<file path="src/rtl/turn_sig_pkg.sv">
// Shared types for the turn-indicator controller: FSM state encoding and
// active_dir output codes.
package turn_sig_pkg;

  typedef enum logic [1:0] {
    StIdle   = 2'd0,
    StLeft   = 2'd1,
    StRight  = 2'd2,
    StHazard = 2'd3
  } state_e;

  localparam logic [1:0] DIR_NONE   = 2'd0;
  localparam logic [1:0] DIR_LEFT   = 2'd1;
  localparam logic [1:0] DIR_RIGHT  = 2'd2;
  localparam logic [1:0] DIR_HAZARD = 2'd3;

  function automatic logic [1:0] dir_of(state_e st);
    logic [1:0] dir;
    dir = DIR_NONE;
    unique case (st)
      StIdle:   dir = DIR_NONE;
      StLeft:   dir = DIR_LEFT;
      StRight:  dir = DIR_RIGHT;
      StHazard: dir = DIR_HAZARD;
      default:  dir = DIR_NONE;
    endcase
    return dir;
  endfunction

endpackage

</file>
<file path="src/rtl/switch_debounce.sv">
// Two-flop synchroniser followed by a stable-count debouncer: a new level is
// accepted once DEBOUNCE_CYCLES consecutive synchronised samples differ from the output.
module switch_debounce #(
  parameter int unsigned DEBOUNCE_CYCLES = 500_000
) (
  input  logic clk,
  input  logic rst,
  input  logic sw_raw,
  output logic sw_db
);

  localparam int unsigned CntW = (DEBOUNCE_CYCLES > 1) ? $clog2(DEBOUNCE_CYCLES) : 1;
  localparam logic [CntW-1:0] CntMax = CntW'(DEBOUNCE_CYCLES - 1);

  logic            sync1_q, sync1_d;
  logic            sync2_q, sync2_d;
  logic            db_q, db_d;
  logic [CntW-1:0] cnt_q, cnt_d;

  always_comb begin
    sync1_d = sw_raw;
    sync2_d = sync1_q;
    db_d    = db_q;
    cnt_d   = '0;
    // Any sample equal to the current output restarts the stability count.
    if (sync2_q != db_q) begin
      if (cnt_q == CntMax) begin
        db_d = sync2_q;
      end else begin
        cnt_d = cnt_q + 1'b1;
      end
    end
  end

  always_ff @(posedge clk or posedge rst) begin
    if (rst) begin
      sync1_q <= 1'b0;
      sync2_q <= 1'b0;
      db_q    <= 1'b0;
      cnt_q   <= '0;
    end else begin
      sync1_q <= sync1_d;
      sync2_q <= sync2_d;
      db_q    <= db_d;
      cnt_q   <= cnt_d;
    end
  end

  assign sw_db = db_q;

endmodule

</file>
<file path="src/rtl/turn_signal_ctrl.sv">
// Turn-indicator controller: debounced lever/hazard inputs drive a blinking FSM.
// Define TURN_SIG_COMFORT_EN to enable minimum-blink (lane-change) comfort sustain.
module turn_signal_ctrl #(
  parameter int unsigned BLINK_HALF_CYCLES = 16_666_667,
  parameter int unsigned DEBOUNCE_CYCLES   = 500_000,
  parameter int unsigned COMFORT_BLINKS    = 3
) (
  input  logic       clk,
  input  logic       rst,
  input  logic       sw_left,
  input  logic       sw_right,
  input  logic       sw_hazard,
  input  logic       engine_on,
  output logic       lamp_left,
  output logic       lamp_right,
  output logic       turn_signal_on,
  output logic [1:0] active_dir
);

  import turn_sig_pkg::*;

  localparam int unsigned TimerW = $clog2(BLINK_HALF_CYCLES);
  localparam logic [TimerW-1:0] TimerMax = TimerW'(BLINK_HALF_CYCLES - 1);

  logic db_left, db_right, db_hazard;

  switch_debounce #(.DEBOUNCE_CYCLES(DEBOUNCE_CYCLES)) u_db_left (
    .clk    (clk),
    .rst    (rst),
    .sw_raw (sw_left),
    .sw_db  (db_left)
  );

  switch_debounce #(.DEBOUNCE_CYCLES(DEBOUNCE_CYCLES)) u_db_right (
    .clk    (clk),
    .rst    (rst),
    .sw_raw (sw_right),
    .sw_db  (db_right)
  );

  switch_debounce #(.DEBOUNCE_CYCLES(DEBOUNCE_CYCLES)) u_db_hazard (
    .clk    (clk),
    .rst    (rst),
    .sw_raw (sw_hazard),
    .sw_db  (db_hazard)
  );

  state_e              state_q, state_d;
  logic [TimerW-1:0]   timer_q, timer_d;
  logic                phase_q, phase_d;
  logic                haz_prev_q, haz_prev_d;
  logic                haz_latch_q, haz_latch_d;
  logic                lamp_left_q, lamp_left_d;
  logic                lamp_right_q, lamp_right_d;
  logic                turn_q, turn_d;
  logic [1:0]          dir_q, dir_d;
  logic                lev_l, lev_r, half_done, neutral_exit, restart;

`ifdef TURN_SIG_COMFORT_EN
  localparam int unsigned OnCntW = $clog2(COMFORT_BLINKS + 1);
  localparam logic [OnCntW-1:0] OnCntMax = OnCntW'(COMFORT_BLINKS);
  logic [OnCntW-1:0] on_cnt_q, on_cnt_d;
`endif

  assign lev_l      = db_left & ~db_right;
  assign lev_r      = db_right & ~db_left;
  assign half_done  = (timer_q == TimerMax);
  assign haz_prev_d = db_hazard;
  // Feeding the FSM the next latch value lets a same-cycle press win over a lever change.
  assign haz_latch_d = haz_latch_q ^ (db_hazard & ~haz_prev_q);

`ifdef TURN_SIG_COMFORT_EN
  assign neutral_exit = ~phase_q & (on_cnt_q >= OnCntMax);
`else
  assign neutral_exit = ~phase_q | half_done;
`endif

  always_comb begin
    state_d = state_q;
    timer_d = timer_q;
    phase_d = phase_q;
    restart = 1'b0;
`ifdef TURN_SIG_COMFORT_EN
    on_cnt_d = on_cnt_q;
`endif

    if (state_q != StIdle) begin
      if (half_done) begin
        timer_d = '0;
        phase_d = ~phase_q;
`ifdef TURN_SIG_COMFORT_EN
        if (phase_q && (on_cnt_q < OnCntMax)) on_cnt_d = on_cnt_q + 1'b1;
`endif
      end else begin
        timer_d = timer_q + 1'b1;
      end
    end

    if (haz_latch_d) begin
      if (state_q != StHazard) begin
        state_d = StHazard;
        restart = 1'b1;
      end
    end else begin
      unique case (state_q)
        StIdle, StHazard: begin
          if (engine_on && lev_l) begin
            state_d = StLeft;
            restart = 1'b1;
          end else if (engine_on && lev_r) begin
            state_d = StRight;
            restart = 1'b1;
          end else begin
            state_d = StIdle;
          end
        end
        StLeft: begin
          if (!engine_on) begin
            state_d = StIdle;
          end else if (lev_r) begin
            state_d = StRight;
            restart = 1'b1;
          end else if (!lev_l && neutral_exit) begin
            state_d = StIdle;
          end
        end
        StRight: begin
          if (!engine_on) begin
            state_d = StIdle;
          end else if (lev_l) begin
            state_d = StLeft;
            restart = 1'b1;
          end else if (!lev_r && neutral_exit) begin
            state_d = StIdle;
          end
        end
        default: state_d = StIdle;
      endcase
    end

    if (restart || (state_d == StIdle)) begin
      phase_d = restart;
      timer_d = '0;
`ifdef TURN_SIG_COMFORT_EN
      on_cnt_d = '0;
`endif
    end
  end

  always_comb begin
    lamp_left_d  = phase_q & ((state_q == StLeft) | (state_q == StHazard));
    lamp_right_d = phase_q & ((state_q == StRight) | (state_q == StHazard));
    turn_d       = lamp_left_d | lamp_right_d;
    dir_d        = dir_of(state_q);
  end

  always_ff @(posedge clk or posedge rst) begin
    if (rst) begin
      state_q      <= StIdle;
      timer_q      <= '0;
      phase_q      <= 1'b0;
      haz_prev_q   <= 1'b0;
      haz_latch_q  <= 1'b0;
      lamp_left_q  <= 1'b0;
      lamp_right_q <= 1'b0;
      turn_q       <= 1'b0;
      dir_q        <= DIR_NONE;
    end else begin
      state_q      <= state_d;
      timer_q      <= timer_d;
      phase_q      <= phase_d;
      haz_prev_q   <= haz_prev_d;
      haz_latch_q  <= haz_latch_d;
      lamp_left_q  <= lamp_left_d;
      lamp_right_q <= lamp_right_d;
      turn_q       <= turn_d;
      dir_q        <= dir_d;
    end
  end

`ifdef TURN_SIG_COMFORT_EN
  always_ff @(posedge clk or posedge rst) begin
    if (rst) on_cnt_q <= '0;
    else     on_cnt_q <= on_cnt_d;
  end
`endif

  assign lamp_left      = lamp_left_q;
  assign lamp_right     = lamp_right_q;
  assign turn_signal_on = turn_q;
  assign active_dir     = dir_q;

endmodule

</file>
<file path="config.mk">
export PLATFORM = sky130hd
export DESIGN_NAME = turn_signal_ctrl
export DESIGN_NICKNAME = d
export VERILOG_FILES = /design/src/rtl/turn_sig_pkg.sv /design/src/rtl/switch_debounce.sv /design/src/rtl/turn_signal_ctrl.sv
export SDC_FILE = /design/constraint.sdc
export NUM_CORES = 1
export LEC_CHECK = 0
export ABC_AREA = 1
export BUFFER_PORTS_ARGS = -buffer_cell sky130_fd_sc_hd__buf_2
export CAP_MARGIN = 20
export CORE_ASPECT_RATIO = 1.4
export CORE_MARGIN = 4
export CORE_UTILIZATION = 65
export DETAILED_ROUTE_END_ITERATION = 12
export PLACE_DENSITY_LB_ADDON = 0.12
export SLEW_MARGIN = 20
export SYNTH_ARGS = -nofsm -noshare
export SYNTH_HDL_FRONTEND = slang
export SYNTH_SLANG_ARGS = --single-unit
</file>
<file path="constraint.sdc">
create_clock -name clk -period 8.2 [get_ports clk]
set_input_delay 1.64 -clock clk [delete_from_list [all_inputs] [get_ports clk]]
set_output_delay 1.64 -clock clk [all_outputs]
set_load 0.01 [all_outputs]
</file>
==> out/results.txt <==
After synthesis the cells add up to 5490 µm². The tools report the library cell used as clock root buffer as clkbuf_16. Worst path arrival time: 3220 ps.

Synthesis handed over a netlist of 699 instances. The most frequently used flop master after synthesis is dfrtp_1. The repair_antennas step left the layout with diodes totalling 0. The vertical die dimension was 117 µm. The number of buffers and inverters on the critical path is 2.

Die area: 10000 µm². The initial antenna violation count was 0. The tools report the final sum of negative setup slack as 0 ps. The number of cells on the critical path is 11, and the max-cap violation count is 0. After clock tree synthesis, the repair step resized 0 gates. The maximum fanout along the worst path works out to 26. The total of hold buffers inserted after clock tree synthesis is 0, and the cell depth of the worst hold path is 0. Yosys attributes the largest share of cell area to dfrtp_1 (46%), nand2_1 (11%), nor2_1 (6.8%). For the worst-skew pair, the clock arrives at the later sink with an insertion delay of 350 ps. After clock tree synthesis, the setup repair step added 0 buffers. The tools report the wire length after detailed routing as 11500 µm.

In this run the standard cell core region covers 8200 µm². The run gives 0 as the count of pins over their slew limit. STA classifies the critical path startpoint as a primary input.

The clock passes through at most 2 buffers. The tools report the total leakage power as 2.77 nW. For this run, the register share of the synthesized area comes to 45.6%. The number of cells on the worst reg-to-reg path is 21. The critical path goes through buf_2, nand2_1, o21ai_0, inv_1, nand2_1, nand2_2, nand2_4, nand2_2, nor2_4, nand2_1, nand2_1. For flop-to-flop paths, the worst setup slack is 5450 ps. The layout cell share with drive strength beyond 1 is 6.16%.

The startpoint identified for the worst hold timing path is u_db_left.sync1_q. The post-detailed-route via-to-cell ratio came out at 5.72. The worst path needs 2950 ps of the cycle, external delays included. 11 I/O pins were placed. The run gives 0.000127 V as the peak supply drop. After synthesis, the largest area contributor takes up 45.6% of total cell area. The number of vias in the routed layout is 4668.

For this run, the number of Yosys warnings is 0. Summed over all nets, the half-perimeter wirelength after detailed placement is 7930 µm. The library cell used most frequently in the layout, excluding fill and tap cells, is nand2_1.

After detailed routing, the number of remaining DRC violations is 0. The run gives 3 as the number of H-tree branching levels. The final-report setup violation count was 0; the initial detailed-routing violation count was 367.

The number of synthesized register bits came out at 100. The first TritonRoute pass finished after 5 iterations. Leaving out fill and tap cells, the most frequent cells in the layout are nand2_1 (157), dfrtp_1 (100), nor2_1 (99). Entering global routing, the biggest net connects 80 pins. The worst register-to-register path begins at timer_q[0]. The floorplan step set the die width to 85.6 µm. The floorplan has 39 rows.

Final-report hold violation count: 0. The first global-routing pass estimated 20400 µm of wire. A synthesized cell averages 7.85 µm².

The global placer's final weighted congestion came out at 0.945. Clock skew on the completed layout was measured at 9.76 ps. Largest stage delay on the critical path: 450 ps.

In the synthesized netlist the async set-or-reset flop fraction comes to 100%. The tools report the required time reported for the critical path endpoint as 8480 ps. After routing the design area is 5920 µm². The initial utilization of the core area, before any placement, comes to 66.9%.

The number of flops mapped to enable cells by yosys works out to 0. The flow ran to the end, and the final reports show no timing, DRC or antenna violations. Global routing used 25.3% of the available tracks across all layers. Setup repair after global routing left no endpoint under its margin. The CTS clock-pin slew for the worst setup and hold paths was 70 ps; the number of buffers created by CTS was 9. The CTS sink count was 100; the global route total overflow was 0. The number of nets in the synthesized netlist is 714. Based on the critical path, the design can be clocked at up to 339 MHz.

TritonCTS built the clock tree. The start-to-end type of the worst setup path is primary input to register. The number of global-route vias before repair is 4602, and the number of buffers added on ports is 10.

In this run the worst hold path is classified as register to register. The worst setup path is captured at a register. The tools report the area of placed instances as 5610 µm².

The power density normalized to cell area is 162 nW/µm². After detailed routing, the average wire length per cell comes to 14.1 µm. For the filler cell count, the log shows 635. The relative max-transition margin is 32.3%. The tools report the origin of the worst setup path as engine_on. The cell that appears most often on the critical path is nand2_1. The final cycle utilization of the critical path came out at 36.0%. The tools report the count of distinct cell types in the synthesized netlist as 39. The kind of cell adding the most delay to the critical path was simple AND/OR/NAND/NOR gates. Cell type with the largest total area after synthesis: dfrtp_1. Cell with the biggest individual delay on the critical path: nor2_4. The final layout contains 724 nets. Compared with the post-synthesis result, the final layout area differs by 7.84%. Actual slew at the worst max-slew pin: 1000 ps. The run gives 0 as the remaining number of nets flagged by the antenna check after routing.
[where the power goes]
| part | switching (mW) | internal (mW) | total, mW |
|---|---|---|---|
| Clock | 0.180 | 0.254 | 0.435 |
| Combinational | 0.0185 | 0.00603 | 0.0245 |
| Sequential | 0.00350 | 0.498 | 0.502 |
[worst paths after layout]
path                                       end
max reg2reg                         timer_q[2]
max in group asynchronous  u_db_left.cnt_q[13]
max                                 timer_q[2]
min in group asynchronous        active_dir[1]
min reg2reg                  u_db_left.sync2_q
min                          u_db_left.sync2_q
[cell usage after synthesis (2+ instances only)]
master and instances:
nor2_2 3, nor2_1 99, buf_6 2, nand2_2 3, nand2_1 157, mux2_2 2, xor2_1 32, nor3b_1 7
nand4_1 37, a21oi_1 23, nand3_1 28, a211oi_1 3, xnor2_1 9, o21ai_0 7, inv_1 94, dfrtp_1 100
clkbuf_1 7, nor4_1 19, o21a_1 5, nor3_2 3, buf_2 4, nor3_1 26, a31oi_1 5, ha_1 9
[state kept, by name, summed over array words and instances (netlist names)]
signal and cells:
haz_latch_q 1, u_db_right.sync1_q 1, timer_q 24, state_q 2, u_db_right.sync2_q 1, u_db_hazard.sync1_q 1
lamp_left 1, u_db_hazard.cnt_q 19, lamp_right 1, u_db_left.cnt_q 19, u_db_left.sync2_q 1, u_db_left.sw_db 1
active_dir 2, turn_signal_on 1, u_db_hazard.sw_db 1, haz_prev_q 1, u_db_right.cnt_q 19, phase_q 1
u_db_hazard.sync2_q 1, u_db_right.sw_db 1, u_db_left.sync1_q 1
[per-layer routing]
layer	vias up	routed length (µm)	track usage, %
met2	132	5830	44.8
li1	2292	-	-
met3	22	438	4.52
met5	-	0	0
met4	0	264	9.29
met1	2222	4960	30.7
[area by class of cell]
cell class,count,area [µm²],area share [%]
clock buffer,13,260,4.40
clock inverter,3,43.8,0.740
inverter,96,363,6.13
multi-input combinational,490,2550,43.2
sequential,100,2500,42.3
tap,102,128,2.16
timing repair buffer,12,65.1,1.10
[cells by family (layout without fill, tap and decap cells)]
logic type                 count (synthesis)  in the layout  share of synthesized area, %
and+or+nand+nor                          389            389                          32.0
buffers and inverters                    109            124                          7.82
DFF                                      100            100                          45.6
AOI/OAI and AO/OA                         49             49                          5.52
xor gates and xnor gates                  41             41                          6.55
adders and majority gates                  9              9                          2.05
muxes                                      2              2                         0.410
[per-stage QoR]
stage / total power [mW] / util, % / hold slack (ps) / setup WS (ps) / std cells
after floorplan: 0.528 / - / 331 / 3940 / 699
after global placement: 0.535 / 68.5 / 332 / 5030 / 800
after detailed placement: 0.536 / 68.5 / 339 / 4930 / 800
after CTS: 0.968 / 72.2 / 352 / 5290 / 816
after global routing: 0.994 / 72.2 / 357 / 5080 / 816
final: 0.961 / 72.2 / 344 / 5250 / 816
No activity file was read; power rests on OpenSTA's default activity.
